==> config.mk <==
export PLATFORM = sky130hd
export DESIGN_NAME = mc_main_ctrl
export DESIGN_NICKNAME = d
export VERILOG_FILES = /design/src/rtl/mc_main_ctrl.sv
export SDC_FILE = /design/constraint.sdc
export NUM_CORES = 1
export LEC_CHECK = 0
export ABC_AREA = 0
export CAP_MARGIN = 10
export CORE_MARGIN = 1.5
export CORE_UTILIZATION = 40
export DETAILED_ROUTE_END_ITERATION = 8
export PLACE_DENSITY = 0.77
export SYNTH_ARGS = -nofsm -noshare
export SYNTH_HDL_FRONTEND = slang
export SYNTH_SLANG_ARGS = --single-unit
export TNS_END_PERCENT = 100
==> constraint.sdc <==
create_clock -name clk -period 2.2 [get_ports clk]
set_input_delay 0.55 -clock clk [delete_from_list [all_inputs] [get_ports clk]]
set_output_delay 0.55 -clock clk [all_outputs]
set_load 0.03 [all_outputs]
==> src/rtl/mc_main_ctrl.sv <==
// Multi-cycle MIPS main control FSM: sequences fetch/decode/execute/memory/writeback
// and drives datapath enables plus the 2-bit aluop consumed by alu_dec.
module mc_main_ctrl #(
    parameter bit WAIT_EN = 1'b1
) (
    input  logic       clk,
    input  logic       rst,
    input  logic [5:0] op,
    input  logic       zero,
    input  logic       mem_ready,
    output logic [1:0] aluop,
    output logic       alusrca,
    output logic [1:0] alusrcb,
    output logic [1:0] pcsrc,
    output logic       iord,
    output logic       irwrite,
    output logic       memwrite,
    output logic       regdst,
    output logic       memtoreg,
    output logic       regwrite,
    output logic       pcen,
    output logic       instr_done,
    output logic       illegal_op
);

    localparam logic [5:0] OP_R    = 6'b000000;
    localparam logic [5:0] OP_J    = 6'b000010;
    localparam logic [5:0] OP_BEQ  = 6'b000100;
    localparam logic [5:0] OP_ADDI = 6'b001000;
    localparam logic [5:0] OP_LW   = 6'b100011;
    localparam logic [5:0] OP_SW   = 6'b101011;

    typedef enum logic [3:0] {
        FETCH   = 4'd0,
        DECODE  = 4'd1,
        MEMADR  = 4'd2,
        MEMRD   = 4'd3,
        MEMWB   = 4'd4,
        MEMWR   = 4'd5,
        RTYPEEX = 4'd6,
        RTYPEWB = 4'd7,
        BEQEX   = 4'd8,
        ADDIEX  = 4'd9,
        ADDIWB  = 4'd10,
        JEX     = 4'd11
    } state_t;

    state_t state;
    logic   rdy;

    // With WAIT_EN=0 memory is assumed to complete in one cycle.
    assign rdy = WAIT_EN ? mem_ready : 1'b1;

    always_ff @(posedge clk or posedge rst) begin
        if (rst) begin
            state <= FETCH;
        end else begin
            case (state)
                FETCH:   state <= rdy ? DECODE : FETCH;
                DECODE: begin
                    case (op)
                        OP_LW, OP_SW: state <= MEMADR;
                        OP_R:         state <= RTYPEEX;
                        OP_BEQ:       state <= BEQEX;
                        OP_ADDI:      state <= ADDIEX;
                        OP_J:         state <= JEX;
                        default:      state <= FETCH;
                    endcase
                end
                MEMADR: begin
                    if (op == OP_LW)      state <= MEMRD;
                    else if (op == OP_SW) state <= MEMWR;
                    else                  state <= FETCH;
                end
                MEMRD:   state <= rdy ? MEMWB : MEMRD;
                MEMWB:   state <= FETCH;
                MEMWR:   state <= rdy ? FETCH : MEMWR;
                RTYPEEX: state <= RTYPEWB;
                RTYPEWB: state <= FETCH;
                BEQEX:   state <= FETCH;
                ADDIEX:  state <= ADDIWB;
                ADDIWB:  state <= FETCH;
                JEX:     state <= FETCH;
                default: state <= FETCH;
            endcase
        end
    end

    logic pcwrite, branch, irw, mw, rw, done, ill;

    always_comb begin
        aluop    = 2'b00;
        alusrca  = 1'b0;
        alusrcb  = 2'b00;
        pcsrc    = 2'b00;
        iord     = 1'b0;
        regdst   = 1'b0;
        memtoreg = 1'b0;
        pcwrite  = 1'b0;
        branch   = 1'b0;
        irw      = 1'b0;
        mw       = 1'b0;
        rw       = 1'b0;
        done     = 1'b0;
        ill      = 1'b0;
        case (state)
            FETCH: begin
                alusrcb = 2'b01;
                irw     = rdy;
                pcwrite = rdy;
            end
            DECODE: begin
                alusrcb = 2'b11;
                if (!(op inside {OP_LW, OP_SW, OP_R, OP_BEQ, OP_ADDI, OP_J})) begin
                    ill  = 1'b1;
                    done = 1'b1;
                end
            end
            MEMADR: begin
                alusrca = 1'b1;
                alusrcb = 2'b10;
            end
            MEMRD: iord = 1'b1;
            MEMWB: begin
                memtoreg = 1'b1;
                rw       = 1'b1;
                done     = 1'b1;
            end
            MEMWR: begin
                iord = 1'b1;
                mw   = 1'b1;
                done = rdy;
            end
            RTYPEEX: begin
                alusrca = 1'b1;
                aluop   = 2'b10;
            end
            RTYPEWB: begin
                regdst = 1'b1;
                rw     = 1'b1;
                done   = 1'b1;
            end
            BEQEX: begin
                alusrca = 1'b1;
                aluop   = 2'b01;
                pcsrc   = 2'b01;
                branch  = 1'b1;
                done    = 1'b1;
            end
            ADDIEX: begin
                alusrca = 1'b1;
                alusrcb = 2'b10;
            end
            ADDIWB: begin
                rw   = 1'b1;
                done = 1'b1;
            end
            JEX: begin
                pcsrc   = 2'b10;
                pcwrite = 1'b1;
                done    = 1'b1;
            end
            default: ;
        endcase
    end

    // Reset holds the state at FETCH asynchronously; only the strobes need explicit masking.
    assign irwrite    = irw  & ~rst;
    assign memwrite   = mw   & ~rst;
    assign regwrite   = rw   & ~rst;
    assign instr_done = done & ~rst;
    assign illegal_op = ill  & ~rst;
    assign pcen       = (pcwrite | (branch & zero)) & ~rst;

endmodule

# ---- Word-level counts from Yosys, hierarchy flattened
# Index checks and enable logic that the tools add are counted.
dict set report word_totals {
  register_bits 4
  out_inout_bits 16
  in_bits 10
  word_cells 57
}
dict set report op_classes {
  n_reduce_logical 9
  n_eq_ne 16
  n_bitwise 9
  mux 22
}
# op n
set ops {}
lappend ops {{case mux 4 bit (7 select lines)} 1}
lappend ops {{case mux 4 bit (5 select lines)} 1}
lappend ops {{equality test 4 x 3 -> 1 bit, second input constant} 4}
lappend ops {{equality test 4 bit, second input constant} 4}
lappend ops {{equality test 6 bit, second input constant} 2}
lappend ops {{two-way mux 3 bit} 4}
lappend ops {{two-way mux 1 bit} 11}
lappend ops {{equality test 4 x 2 -> 1 bit, second input constant} 2}
lappend ops {{case mux 2 bit (2 select lines)} 2}
lappend ops {{bitwise AND 1 bit} 7}
lappend ops {{equality test 6 x 2 -> 1 bit, second input constant} 1}
lappend ops {{equality test 6 x 3 -> 1 bit, second input constant} 1}
lappend ops {{equality test 6 x 4 -> 1 bit, second input constant} 1}
lappend ops {{zero test 6 bit} 1}
lappend ops {{case mux 2 bit (3 select lines)} 1}
lappend ops {{nonzero test 6 bit} 1}
lappend ops {{OR reduction 2 bit} 3}
lappend ops {{OR reduction 5 bit} 1}
lappend ops {{equality test 4 x 1 -> 1 bit, second input constant} 1}
lappend ops {{zero test 4 bit} 1}
lappend ops {{OR reduction 4 bit} 1}
lappend ops {{case mux 1 bit (3 select lines)} 1}
lappend ops {{OR reduction 3 bit} 1}
lappend ops {{case mux 1 bit (2 select lines)} 1}
lappend ops {{2 further kinds} 2}

# ---- Depth between registers and ports, before layout
dict set report depth {
  word_depth 5
  mapped_depth 6
  mapped_depth_nobuf 4
}

# ---- Worst setup path before layout
# Ideal clock, no wire load.
dict set report synth_path {
  path_kind {flip-flop to output port}
  start {register state[0]}
  end {output port regwrite}
  arrival_ps 1680
  slack_ps -30
  path_stages_with_launch 6
  path_cell_list {dfrtp_1 clkbuf_1 nand2_1 nor2_1 a21oi_1 nor2_1}
}
dict set report synth_via {
  elab_chain_len 4
}
# item line_no
set synth_lines {}
lappend synth_lines {{start, declared} 48} ;# state_t state;
lappend synth_lines {{start signal, assigned} 59} ;# FETCH: state <= rdy ? DECODE : FETCH;
lappend synth_lines {{start signal, assigned} 75} ;# MEMRD: state <= rdy ? MEMWB : MEMRD;
lappend synth_lines {{start signal, assigned} 77} ;# MEMWR: state <= rdy ? FETCH : MEMWR;
lappend synth_lines {{equality test 4 bit / equality test 4 x 3 -> 1 bit (equally long branches)} 106} ;# case (state)
lappend synth_lines {{OR reduction 3 bit (no line) *} n/a}
lappend synth_lines {{two-way mux 1 bit *} 106}
lappend synth_lines {{bitwise AND 1 bit *} 170} ;# assign regwrite = rw & ~rst;
lappend synth_lines {{end, declared} 20} ;# output logic regwrite,
# Every way passes the cells marked *; elsewhere a longest branch is shown, timed or not.

# ---- Worst setup path after layout
dict set report layout_path {
  start {input port op[4]}
  end {output port instr_done}
}
dict set report layout_via {
  elab_chain_len 5
}
# item line_no
set layout_lines {}
lappend layout_lines {{start, declared} 8} ;# input logic [5:0] op,
lappend layout_lines {{equality test 6 bit (tied with other cells)} 114} ;# if (!(op inside {OP_LW, OP_SW, OP_R, OP_BEQ, OP_ADDI, OP_J})) begin
lappend layout_lines {{nonzero test 6 bit *} 114}
lappend layout_lines {{two-way mux 1 bit *} 114}
lappend layout_lines {{case mux 1 bit (3 select lines) *} 106}
lappend layout_lines {{bitwise AND 1 bit *} 171} ;# assign instr_done = done & ~rst;
lappend layout_lines {{end, declared} 22} ;# output logic instr_done,
# Marks and branches as above.

==> impl_metrics.toml <==
[clock_network]
clock_sinks = 4
insertion_delay_ns = 0.23
cts_hold_buf = 0
clkTransAtPathRegs_ns = 0.04
cts_root_buffer = "clkbuf_4"
cts_tree = "yes"
htree_levels = 1
clock_path_buffers = 2
cts_buffers = 3

[critical_path]
cp-start-kind = "input pin"
worstPathRequired_ns = 1.65
critPathArrivalTime_ns = 1.63
path_buf_inv = 2
cp_cell_sequence = "clkbuf_2, or3_4, o2111a_2, a21o_2, buf_6"
crit_path_max_incr_delay_ns = 0.38
critPathMaxFanout = 2
critical_path.top_delay_family = "compound AO/OA/AOI/OAI gates"
cp-end-kind = "output pin"
cp_slowest_cell = "or3_4"
criticalPathCategory = "input pin to output pin"

[sta]
finalClockSkew_ns = 0.00374
period_share = 0.989
period_minus_slack_ns = 2.18
slew_viol_final = 0
max_freq_mhz = 459
tightestPinTransition_ns = 0.302
max-slew-margin-rel = 0.800
setup_viol_count_final = 0
hold_viol_final = 0
grt_setup_unrepaired = "yes"

[layout]
syn2layout_area_growth_pct = 69.6
top_register = "state"
multi_input_area_sq_um = 465
design_area_sq_um = 991
reg_top3 = "state: 4 flops"
nFillCells = 122
utilization = 0.743
largest_register_ffs = 4
diodes = 0
final_common_cell = "buf_4"
layout_common_cells = "buf_4 (32), nor3_1 (9), nor2_1 (8), o21ai_0 (7)"
nets = 140
final_cells = 143
final_layout_size_suffix_gt1_frac = 0.438
regArea_sq_um = 100

[die]
rows = 13
die_area_sq_um = 1700
initial_core_util = 0.438
io_pins = 26
die_w_um = 41.2
core_area_sq_um = 1330
die_y_um = 41.2

[detailed_routing]
drc = 0
vias_per_cell = 5.63
top_layer = "met4"
wl_met2_um = 989
drt_iter0_drc = 18
dr_wl_met3_um = 88
via_count = 805
wl_per_cell_um = 14.1
dr.pass1.iters = 4
met1_length_um = 911
antenna_left = 0
wirelength_mm = 2.02

[placement]
gp_congestion = 0.871
place_area_sq_um = 956
hpwl_mm = 1.50
dp.cells = 139
numPortBuffers = 25

[synthesis]
seq_area_frac_synth = 0.171
syn_nets = 95
ys_seq_elements = 4
yosys_warnings = 0
synth_area_sq_um = 584
synthCells = 85
syn_avg_cell_area_sq_um = 6.87
synthFlopType = "dfrtp_1"
synth_edf_count = 0
async_flop_share = 1.00
yosysUniqueCellTypes = 31

[run_status]
status = "finished, final reports clean"

[flow_run]
maxCapViolations = 0

[power]
max-vdd-ir-drop_v = 0.000488
cellLeakagePower_uw = 0.000473
power_density_nw_per_um2 = 753

[global_routing]
grt_pass1_vias = 659
grt_max_degree = 13
grt_overflow = 0
grt_pass1_wl_mm = 2.75
antenna_found_initial = 0
grt_usage = 0.248

[hold_path]
hold_path_class = "input pin to asynchronous set/reset pin"
-- synth_stat cells (all sizes together), types with 3 or more instances --
| cell | count | area (sq um) |
|---|---|---|
| a21oi | 6 | 30.0 |
| buf | 5 | 31.3 |
| clkbuf | 3 | 11.3 |
| dfrtp | 4 | 100 |
| inv | 3 | 11.3 |
| nand2 | 5 | 18.8 |
| nand2b | 7 | 43.8 |
| nor2 | 11 | 41.3 |
| nor3 | 10 | 50.1 |
| o21ai | 7 | 35.0 |
| o32ai | 3 | 33.8 |
-- area by class of cell --
class                           instances  area share
Clock buffer                            3      0.0227
Timing Repair Buffer                   48       0.376
Tap cell                               15      0.0189
Sequential cell                         4       0.101
Inverter                                3      0.0114
Multi-Input combinational cell         70       0.470
-- worst min-delay path, stage by stage --
cell            delay [ns]
dlymetal6s2s_1        0.15
buf_4                 0.17
inv_1                 0.12
-- where the power goes --
group          internal [uW]  switching [uW]
logic                    240             313
clock network           61.0            29.9
registers               89.0            13.5
-- through the flow --
stage	TNS, ns	power [uW]	setup WS [ns]	hold WS [ns]
finish	0	747	0.0232	0.410
global route	-0.0201	797	-0.0176	0.422
CTS	-0.0321	721	-0.0321	0.709
detailed placement	-1.03	624	-0.768	0.769
global placement	-0.987	612	-0.744	0.773
floorplan	0	413	0.0520	0.316
-- cells by family after synthesis --
group | share of synthesized area
simple gates | 0.373
xor+xnor | 0.0450
mux | 0.0171
flops | 0.171
compound gates | 0.283
fa+ha+maj | 0.0193
buf+inv | 0.0921
-- final timing paths --
check | startpoint | endpoint | slack [ns] | cells past startpoint
setup / recovery | op[4] | instr_done | 0.02 | 5
hold / removal | rst | state[2] | 0.41 | 3
setup reg to reg | state[2] | state[2] | 0.64 | 5
hold reg to reg | state[1] | state[2] | 0.79 | 3
max in group asynchronous | rst | state[0] | 1.65 | 3
min in group clk | op[3] | state[2] | 0.73 | 4
-- what timing repair did --
item                                    4_1_cts  5_1_grt
endpoints found under the setup margin        8        4
gates resized for setup                      30       10
buffers inserted                              0        1
pin swaps                                     4        4
-- per-layer routing --
layer | vias to the layer above | track usage
li1 | 391 | -
met1 | 386 | 0.317
met2 | 24 | 0.414
met3 | 4 | 0.0272
met4 | 0 | 0.105
met5 | - | 0
Note: power is estimated with default switching activity, not from simulation.
